[src/rtl/bus_arbiter.sv]
// rtl/bus_arbiter.sv - three-way bus arbiter with timed SETUP/STROBE/HOLD access sequence
//
// Purpose: shares one SRAM/IO bus between the video fetcher, the 6502 CPU and
// the SPI bridge. One winner is picked per bus cycle in IDLE. The winner then
// owns the bus for a fixed SETUP -> STROBE -> HOLD sequence whose phase lengths
// are parameters. SPI is promoted over video/CPU after STARVE_LIMIT
// consecutive lost arbitrations.
//
// Ports:
//   clk                  system clock, all state on the rising edge
//   reset_n              asynchronous active-low reset
//   video_req/cpu_req/spi_req
//                        level requests, held until the matching done
//   grant[2:0]           one-hot owner {spi,cpu,video}, 0 when idle
//   bus_oe               bus driven by the owner (SETUP through HOLD)
//   strobe               qualified RAM/IO access enable, high only in STROBE
//   video_done/cpu_done/spi_done
//                        one-cycle completion pulse in the final HOLD cycle
//   busy                 high in any state other than IDLE
module bus_arbiter #(
    parameter int SETUP_CYCLES  = 1,
    parameter int STROBE_CYCLES = 2,
    parameter int HOLD_CYCLES   = 1,
    parameter int STARVE_LIMIT  = 4
) (
    input  logic       clk,
    input  logic       reset_n,
    input  logic       video_req,
    input  logic       cpu_req,
    input  logic       spi_req,
    output logic [2:0] grant,
    output logic       bus_oe,
    output logic       strobe,
    output logic       video_done,
    output logic       cpu_done,
    output logic       spi_done,
    output logic       busy
);

    typedef enum logic [1:0] {
        S_IDLE,
        S_SETUP,
        S_STROBE,
        S_HOLD
    } state_t;

    // Phase counters load N-1 so a state lasts exactly N cycles.
    localparam logic [3:0] SETUP_LD  = 4'(SETUP_CYCLES - 1);
    localparam logic [3:0] STROBE_LD = 4'(STROBE_CYCLES - 1);
    localparam logic [3:0] HOLD_LD   = 4'(HOLD_CYCLES - 1);
    localparam logic [3:0] STARVE_MAX = 4'(STARVE_LIMIT);

    state_t     state, state_nxt;
    logic [3:0] phase_cnt, phase_cnt_nxt;
    logic [3:0] starve_cnt, starve_cnt_nxt;
    logic [2:0] grant_nxt;
    logic [2:0] winner;
    logic [2:0] done_vec;

    always_ff @(posedge clk or negedge reset_n) begin
        if (!reset_n) begin
            state      <= S_IDLE;
            phase_cnt  <= 4'd0;
            starve_cnt <= 4'd0;
            grant      <= 3'b000;
        end else begin
            state      <= state_nxt;
            phase_cnt  <= phase_cnt_nxt;
            starve_cnt <= starve_cnt_nxt;
            grant      <= grant_nxt;
        end
    end

    // Winner selection: a starved SPI request overrides the fixed
    // video > cpu > spi order.
    always_comb begin
        winner = 3'b000;
        if (spi_req && (starve_cnt == STARVE_MAX)) begin
            winner = 3'b100;
        end else if (video_req) begin
            winner = 3'b001;
        end else if (cpu_req) begin
            winner = 3'b010;
        end else if (spi_req) begin
            winner = 3'b100;
        end
    end

    always_comb begin
        state_nxt      = state;
        phase_cnt_nxt  = phase_cnt;
        starve_cnt_nxt = starve_cnt;
        grant_nxt      = grant;
        unique case (state)
            S_IDLE: begin
                grant_nxt = 3'b000;
                if (winner != 3'b000) begin
                    grant_nxt     = winner;
                    state_nxt     = S_SETUP;
                    phase_cnt_nxt = SETUP_LD;
                end
                // Only a pending SPI request that loses keeps aging; any IDLE
                // cycle without an SPI request forgets its history.
                if (!spi_req || winner[2]) begin
                    starve_cnt_nxt = 4'd0;
                end else if (starve_cnt != STARVE_MAX) begin
                    starve_cnt_nxt = starve_cnt + 4'd1;
                end
            end
            S_SETUP: begin
                if (phase_cnt == 4'd0) begin
                    state_nxt     = S_STROBE;
                    phase_cnt_nxt = STROBE_LD;
                end else begin
                    phase_cnt_nxt = phase_cnt - 4'd1;
                end
            end
            S_STROBE: begin
                if (phase_cnt == 4'd0) begin
                    state_nxt     = S_HOLD;
                    phase_cnt_nxt = HOLD_LD;
                end else begin
                    phase_cnt_nxt = phase_cnt - 4'd1;
                end
            end
            S_HOLD: begin
                if (phase_cnt == 4'd0) begin
                    state_nxt = S_IDLE;
                    grant_nxt = 3'b000;
                end else begin
                    phase_cnt_nxt = phase_cnt - 4'd1;
                end
            end
            default: begin
                state_nxt     = S_IDLE;
                phase_cnt_nxt = 4'd0;
                grant_nxt     = 3'b000;
            end
        endcase
    end

    // All outputs decode registered state only, so reset clears them
    // asynchronously and they never glitch on request changes.
    assign busy     = (state != S_IDLE);
    assign bus_oe   = (state != S_IDLE);
    assign strobe   = (state == S_STROBE);
    assign done_vec = ((state == S_HOLD) && (phase_cnt == 4'd0)) ? grant : 3'b000;

    assign video_done = done_vec[0];
    assign cpu_done   = done_vec[1];
    assign spi_done   = done_vec[2];

endmodule

[config.mk]
export PLATFORM = sky130hd
export DESIGN_NAME = bus_arbiter
export DESIGN_NICKNAME = d
export VERILOG_FILES = /design/src/rtl/bus_arbiter.sv
export SDC_FILE = /design/constraint.sdc
export NUM_CORES = 1
export LEC_CHECK = 0
export CAP_MARGIN = 20
export CELL_PAD_IN_SITES_DETAIL_PLACEMENT = 2
export CELL_PAD_IN_SITES_GLOBAL_PLACEMENT = 2
export CORE_MARGIN = 8
export CORE_UTILIZATION = 29
export CTS_BUF_LIST = sky130_fd_sc_hd__clkbuf_8 sky130_fd_sc_hd__clkbuf_16
export CTS_CLUSTER_DIAMETER = 150
export DETAILED_ROUTE_END_ITERATION = 12
export GPL_TIMING_DRIVEN = 0
export PLACE_DENSITY = 0.84
export SYNTH_ARGS = -nofsm -noshare
export SYNTH_HDL_FRONTEND = slang
export SYNTH_SLANG_ARGS = --single-unit
[constraint.sdc]
create_clock -name clk -period 1.81 [get_ports clk]
set_input_delay 0.543 -clock clk [delete_from_list [all_inputs] [get_ports clk]]
set_output_delay 0.543 -clock clk [all_outputs]
set_load 0.01 [all_outputs]
# ---- Word-level counts from Yosys, hierarchy flattened
# Cells that the tools add are included.
dict set report word_totals {
  register_bits 13
  elab_cells 50
}
dict set report classes {
  add_sub_neg 2
  eq_ne 10
  mux 20
  reduce_logical 14
}
# operator n
set op_table {}
lappend op_table {{two-way mux 4 bit} 6}
lappend op_table {{two-way mux 3 bit} 7}
lappend op_table {{case mux 4 bit (4 select lines)} 1}
lappend op_table {{two-way mux 2 bit} 4}
lappend op_table {{!= test 2 bit, second input constant} 4}
lappend op_table {{case mux 2 bit (4 select lines)} 1}
lappend op_table {{case mux 3 bit (2 select lines)} 1}
lappend op_table {{AND reduction 2 bit} 3}
lappend op_table {{nonzero test 2 bit} 3}
lappend op_table {{adder 4 x 1 -> 4 bit, second input constant} 1}
lappend op_table {{== test 2 bit, second input constant} 2}
lappend op_table {{== test 4 x 3 -> 1 bit, second input constant} 1}
lappend op_table {{logical NOT 4 bit} 1}
lappend op_table {{!= test 4 x 3 -> 1 bit, second input constant} 1}
lappend op_table {{AND reduction 4 bit} 1}
lappend op_table {{subtractor 4 x 1 -> 4 bit, second input constant} 1}
lappend op_table {{nonzero test 3 bit} 1}
lappend op_table {{== test 2 x 1 -> 1 bit, second input constant} 1}
lappend op_table {{logical AND 1 bit} 2}
lappend op_table {{logical NOT 2 bit} 1}
lappend op_table {{!= test 2 x 1 -> 1 bit, second input constant} 1}
lappend op_table {{logical NOT 1 bit} 1}
lappend op_table {{logical OR 1 bit} 1}

# ---- Logic depth before layout (Yosys ltp)
# Gate-level depths: netlist of run 1.
dict set report depth {
  depth_word 7
  ltp_mapped 6
  depth_no_buf 5
}

# ---- Worst setup path before layout of run 1
# OpenSTA, ideal clock, no wires.
dict set report synth_timing {
  kind {flip-flop to flip-flop}
  from {reg state[0]}
  to {reg state[1]}
  setup_time_ps 128
  arrival_time_ps 1589
  t_required_ps 1682
  setup_slack_ps 94
  path_stages_with_launch 6
  period_less_slack_ps 1716
  cell_sequence {dfrtp_1 inv_1 ha_1 or4b_4 o21ai_2 mux2_1}
}
dict set report synth_between {
  elab_chain_len 3
}
# item line_no
set synth_lines {}
lappend synth_lines {{start, declared} 53} ;# state_t state, state_nxt;
lappend synth_lines {{start signal, assigned} 67} ;# state <= state_nxt;
lappend synth_lines {{== test 2 x 1 -> 1 bit, or another cell as far along} 94} ;# unique case (state)
lappend synth_lines {{!= test 2 bit (no source line) or != test 2 x 1 -> 1 bit (tied branches)} --}
lappend synth_lines {{AND reduction 4 bit (no source line)} --}
# Parallel ways exist; a longest one is shown, timed or not.
# A chain may end at the register's enable or synchronous reset.

# ---- Worst setup path in the final report of run 1
dict set report layout_timing {
  from {reg phase_cnt[0]}
  to {out video_done}
}
dict set report layout_between {
  elab_chain_len 3
}
# item line_no
set layout_lines {}
lappend layout_lines {{start, declared} 54} ;# logic [3:0] phase_cnt, phase_cnt_nxt;
lappend layout_lines {{start signal, assigned} 68} ;# phase_cnt <= phase_cnt_nxt;
lappend layout_lines {{logical NOT 4 bit} 147} ;# assign done_vec = ((state == S_HOLD) && (phase_cnt == 4'd0)) ? grant : 3'b000;
lappend layout_lines {{logical AND 1 bit} 147}
lappend layout_lines {{two-way mux 3 bit} 147}
lappend layout_lines {{end, declared} 34} ;# output logic video_done,
# Every way passes these cells.

==> results of run 1 <==
## cells in the mapped netlist (2+ instances only)
library cell | number | area share
a22o_1 | 4 | 0.041
and2_1 | 3 | 0.022
dfrtp_1 | 13 | 0.38
ha_1 | 8 | 0.12
inv_1 | 8 | 0.035
mux2i_1 | 2 | 0.024
nand2_1 | 2 | 0.0088
nand2b_1 | 2 | 0.015
nand3_1 | 2 | 0.012
nor2_1 | 4 | 0.018
nor2b_1 | 4 | 0.029
nor3_1 | 3 | 0.018
o21ai_0 | 5 | 0.029
o31ai_1 | 3 | 0.027
## where the power goes
part | switching (mW) | internal, mW
combinational | 1.00 | 1.08
sequential | 0.134 | 0.406
clock | 0.128 | 0.151
total | 1.27 | 1.63
## final timing paths
path	cells past startpoint	from	to
setup / recovery	6	phase_cnt[0]$_DFFE_PN0P_	video_done
hold / removal	1	grant[1]$_DFFE_PN0P_	grant[1]$_DFFE_PN0P_
setup reg to reg	6	state[1]$_DFFE_PN0P_	state[1]$_DFFE_PN0P_
hold reg to reg	1	grant[1]$_DFFE_PN0P_	grant[1]$_DFFE_PN0P_
max in group asynchronous	1	reset_n	grant[2]$_DFFE_PN0P_
min in group asynchronous	1	reset_n	state[0]$_DFFE_PN0P_
## area by class of cell
cell class,instances,share of cell area
well taps,31,0.0277
multi-input cells,61,0.431
clock inverters,1,0.00268
inverters,8,0.0250
clock buffers,3,0.0294
flip-flops and latches,13,0.232
repair buffers,37,0.247
plain buffers,1,0.00535
## kinds of logic (layout without fill, tap and decap cells)
logic type	count (synthesis)	in the layout	share of synthesized area
and+or+nand+nor	29	29	0.224
adders and majority gates	8	8	0.118
buffers and inverters	10	50	0.0486
DFF	13	13	0.383
AOI/OAI and AO/OA	20	20	0.177
muxes	4	4	0.0501
## per-layer routing
layer | wire length [µm] | share of wire | track usage
met1 | 1680 | 0.40 | 0.185
met2 | 2140 | 0.51 | 0.277
met3 | 261 | 0.062 | 0.0367
met4 | 104 | 0.025 | 0.0558
met5 | 0 | 0 | 0
## flip-flops by register name, summed over array words and instances (netlist names)
| signal | count |
|---|---|
| starve_cnt | 4 |
| phase_cnt | 4 |
| state | 2 |
| grant | 3 |
## what timing repair did
item | CTS | global route
setup buffers | 18 | 8
gates resized for setup | 60 | 15
endpoints found under the setup margin | 7 | 12
pin swaps | 6 | 7
cloned | 0 | 0
==> results.md, run 1 <==
- Final #Nets: 138
- Reg clk slew, reported paths: ~60 ps
- Mean routed wirelength per cell: 27.0 µm
- Final worst-path cycle share: 1.15
- DR iter-0 viols: 25
- Type of origin of the critical path: flip-flop
- Ys Warns: 0
- GR Overflow Total: 0
- CP max-delay cell: dfrtp_1
- N_diodes: 0
- Failing checks: negative setup slack
- Worst hold path type: reg -> reg
- Synthesized area: roughly 850 µm²
- Delay-heaviest family, CP: simple AND/OR/NAND/NOR gates
- Share of cells above drive strength 1: 0.468
- Critical Path End Type: primary output
- Clock root cell: clkbuf_8
- Num CTS Buffers: 3
- Distinct cells, synth: 35
- Area occupied by multi-input gates: approximately 600 µm²
- Area Growth Syn to Fin: 65.1%
- Fmax: 480 MHz
- P per Cell Area: 2070 nW/µm²
- Final Cell Area: between 1000 and 1500 µm²
- Synth Register Bits: 13
- Cell count after synthesis: 84
- Fin crit period: 2080 ps
- Final GP Congestion: just over 0.7
- Row cnt: 19
- Fin. Hold Viols: 0
- Utilization after layout: 0.504
- First-pass GRT wire length: about 6000 µm
- Fin cells: 155
- Post-synth EDFFs: 0
- Top FF cell, synth: dfrtp_1
- Max_cap viols: 0
- Placed cell count: 128
- Fraction of registers with async set/reset: 1.00
- Pins over their slew limit: 0
- WP buf/inv: 3
- Routed vias/inst: between 5 and 6
- Critical Path Most Common Cell: buf_6
- Post-DP HPWL: between 1500 and 2000 µm
- Number of antenna violations at the first check in global routing: 0
- Placed cell area: roughly 1000 µm²
- Die Ht: ~70 µm
- CTS max path bufs: 2
- Vias in the first global route: 1,042
- Most frequent cells in the layout: 17 x buf_4, 13 x dfrtp_1, 12 x buf_6, 5 x o21ai_0
- Hold Worst Slack: ~560 ps
- Status: finished with violations
- CTS Hold Buffers Added: 0
- Place WS: -485 ps
- Crit-path max cell delay: a little over 400 ps
- Final wirelength: approximately 4200 µm
- Tot Pwr: 2.90 mW
- Setup TNS: -835 ps
- Skew final: 2.10 ps
- Num Clock Sinks: 13
- Sequential area share after synthesis: 0.383
- Worst-Margin Slew: 675 ps
- Die area: 4920 µm²
- # IOs: 14
- RSZ-0062 raised after global routing: yes
- Endpoints failing setup: 4
- Final ANT Viol Nets: 0
- Slew HR: 0.547
- Starting Density: 0.305
- Syn avg cell area: just over 10 µm²
- DRT Pass-1 Iters: 4
- Syn nets: slightly below 100
- Vias: 910
- Largest net degree at the start of global routing: 14
- Clk Latency, worst-skew pair: ~250 ps
- Critical path, cell by cell: inv_2 > ha_4 > and4bb_4 > buf_6 > and2_4 > buf_6
- FF/Latch Area: 325 µm²
- Die Wd: about 70 µm
- DR DRC count: 0
- Flop2flop setup slack: -30 ps
- Commonest non-fill, non-tap cell in the layout: buf_4
- Worst path arrival time: 1540 ps
- Number of H-tree levels: 1
- Core area: 2780 µm²
- CTS tree: built
- Total track usage: 0.159
- Worst VDD drop: 1.30 mV
- Fillcell total: 270
- Pleak: 0.636 nW
- Crit path required time: around 1300 ps
- Crit path max fanout: 3
- CP Class: reg -> out
- PortBufs: 13
- Min setup slack post-route: -271 ps
Power figures use the tool's default switching activity.
==> inputs of run 2 (changes only) <==
- MAX_ROUTING_LAYER: unset -> met4
==> run 2 against run 1 <==
Effect of this change:
- final cell count did not move
- the run still ends with negative setup slack left
- total power barely moved
- fmax fell by 0.50%
- sequential power barely moved
- clock power barely moved
- clock skew rose by 1.1 ps
- critical path type unchanged
- final area did not move
- worst hold slack improved by 1.5 ps
- flip-flop and latch count did not move
- first-iteration DRC count rose by 72%
- utilization did not move
- sequential share of layout area did not move
- critical endpoint unchanged
==> results.md, run 2 (synthesized netlist as in run 1, its figures left out) <==
- Status: finished with violations
- Failing checks: negative setup slack
- Slew HR: 0.553 (+0.00678)
- Final GP Congestion: 0.727 (+1.2%)
- RSZ-0062 raised after global routing: yes
- Starting Density: 0.305 (unchanged)
- Crit path max fanout: 3 (unchanged)
- Type of origin of the critical path: flip-flop
- Min setup slack post-route: -282 ps (-10.5 ps)
- DRT Pass-1 Iters: 4 (unchanged)
- Number of antenna violations at the first check in global routing: 0 (unchanged)
- Part of the power in registers: 0.187 (about the same)
- Most frequent cells in the layout: 17 x buf_4, 13 x dfrtp_1, 12 x buf_6, 5 x o21ai_0
- Final ANT Viol Nets: 0 (unchanged)
- CTS tree: built
- DR DRC count: 0 (unchanged)
- Mean routed wirelength per cell: 26.8 µm (-0.67%)
- Hold path start: grant[1]$_DFFE_PN0P_
- Worst path arrival time: 1550 ps (about the same)
- PortBufs: 13 (unchanged)
- Crit-path max cell delay: 410 ps (about the same)
- Final worst-path cycle share: 1.16 (+0.00578)
- Die Ht: 70.1 µm (unchanged)
- Max_cap viols: 0 (unchanged)
- Pins over their slew limit: 0 (unchanged)
- N_diodes: 0 (unchanged)
- CTS Hold Buffers Added: 0 (unchanged)
- Number of H-tree levels: 1 (unchanged)
- Clk Latency, worst-skew pair: 250 ps (about the same)
- Post-DP HPWL: 1920 µm (unchanged)
- Largest net degree at the start of global routing: 14 (unchanged)
- CP Class: reg -> out
- First-pass GRT wire length: 6050 µm (-0.12%)
- Hold Worst Slack: 566 ps (+1.47 ps)
- Num CTS Buffers: 3 (unchanged)
- Die Wd: 70.1 µm (unchanged)
- Crit path required time: 1270 ps (about the same)
- Area Growth Syn to Fin: 65.1% (unchanged)
- Vias: 905 (-0.55%)
- Share of cells above drive strength 1: 0.468 (unchanged)
- Reg clk slew, reported paths: 60 ps (about the same)
- Worst r2r src: state[1]$_DFFE_PN0P_
- DR iter-0 viols: 43 (+72%)
- P per Cell Area: 2060 nW/µm² (about the same)
- Critical Path End Type: primary output
- Num Clock Sinks: 13 (unchanged)
- Die area: 4920 µm² (unchanged)
- Clock root cell: clkbuf_8
- Final #Nets: 138 (unchanged)
- Place WS: -485 ps (unchanged)
- Total track usage: 0.164 (+0.00427)
- Worst hold path type: reg -> reg
- Routed vias/inst: 5.84 (-0.55%)
- Comb pwr share: 0.717 (about the same)
- Vias in the first global route: 1,039 (-0.29%)
- Critical Path Most Common Cell: buf_6
- Fin crit period: 2090 ps (+10.5 ps)
- Critical path origin: phase_cnt[0]$_DFFE_PN0P_
- Pleak: 0.636 nW (unchanged)
- GR Overflow Total: 0 (unchanged)
- CP max-delay cell: dfrtp_1
- Row cnt: 19 (unchanged)
- Clock share of power: 0.096 (about the same)
- Biggest regs: phase_cnt x4, starve_cnt x4, grant x3
- Core area: 2780 µm² (unchanged)
- Sw frac: 0.436 (-0.000706)
- # IOs: 14 (unchanged)
- Final wirelength: 4150 µm (-0.67%)
- Worst-Margin Slew: 665 ps (-10.1 ps)
- Setup TNS: -864 ps (-29.5 ps)
- Commonest non-fill, non-tap cell in the layout: buf_4
- Fin. Hold Viols: 0 (unchanged)
- Skew final: 3.23 ps (+1.12 ps)
- Endpoints failing setup: 4 (unchanged)
- Net Sw Power: 1.26 mW (-0.22%)
- Fmax: 478 MHz (-0.50%)
- Worst VDD drop: 1.30 mV (-0.20%)
- Critical path, cell by cell: inv_2 > ha_4 > and4bb_4 > buf_6 > and2_4 > buf_6
- Pint: 1.63 mW (about the same)
- CTS max path bufs: 2 (unchanged)
-- run 2: cell counts in the layout (fill, tap and decap cells not counted) --
Identical to the previous run, type by type.
-- run 2: area by class of cell --
type                            count  area (µm²)
Buffer                              1        7.51
Clock buffer                        3        41.3
Clock inverter                      1        3.75
Fill cell                         270        1380
Inverter                            8        35.0
Multi-Input combinational cell     61         604
Sequential cell                    13         325
Tap cell                           31        38.8
Timing Repair Buffer               37         347
-- run 2: stage by stage --
step	utilization	area [µm²]	cells	power, mW
after floorplan	-	850	84	1.18
after global placement	0.366	1020	128	1.49
after detailed placement	0.366	1020	128	1.59
after CTS	0.466	1300	150	2.36
after global routing	0.504	1400	155	3.02
final	0.504	1400	155	2.90
-- run 2: power by group through the flow --
stage               logic (mW)  clock network [mW]  registers (mW)
CTS                       1.57               0.269           0.520
global placement         0.985                   0           0.504
finish                    2.08               0.279           0.541
global route              2.18               0.295           0.549
floorplan                0.681                   0           0.502
detailed placement        1.07                   0           0.522
-- run 2: worst max-delay path, delay by kind of cell, from the launching register on --
kind          cells  cell delay, ps
fa+ha+maj         1             140
simple gates      2             420
flops             1             410
buf+inv           3             320
-- run 2: worst paths after layout --
check | to | slack [ps] | depth (start not counted)
min reg2reg | grant[1]$_DFFE_PN0P_ | 570 | 1
max reg2reg | state[1]$_DFFE_PN0P_ | -40 | 6
min | grant[1]$_DFFE_PN0P_ | 570 | 1
max | video_done | -280 | 6
max in group asynchronous | grant[2]$_DFFE_PN0P_ | 700 | 1
min in group asynchronous | state[0]$_DFFE_PN0P_ | 690 | 1
-- run 2: layer usage --
layer | share of wire | routed length [µm] | vias up | global-route usage
met2 | 0.51 | 2100 | 43 | 0.278
met1 | 0.41 | 1690 | 466 | 0.187
li1 | - | - | 385 | -
met3 | 0.058 | 240 | 11 | 0.0325
met5 | 0 | 0 | - | -
met4 | 0.029 | 122 | 0 | 0.0558
-- run 2: what timing repair did --
item	in CTS	in global routing
resized for setup	60	15
buffers inserted	18	8
pin swaps	6	7
endpoints found under the setup margin	7	12
==> inputs of run 3 (changes only) <==
- HOLD_SLACK_MARGIN: unset -> 0.06
==> results of run 3 <==
No change in the layout: final DEF, timing and power equal those of run 2.
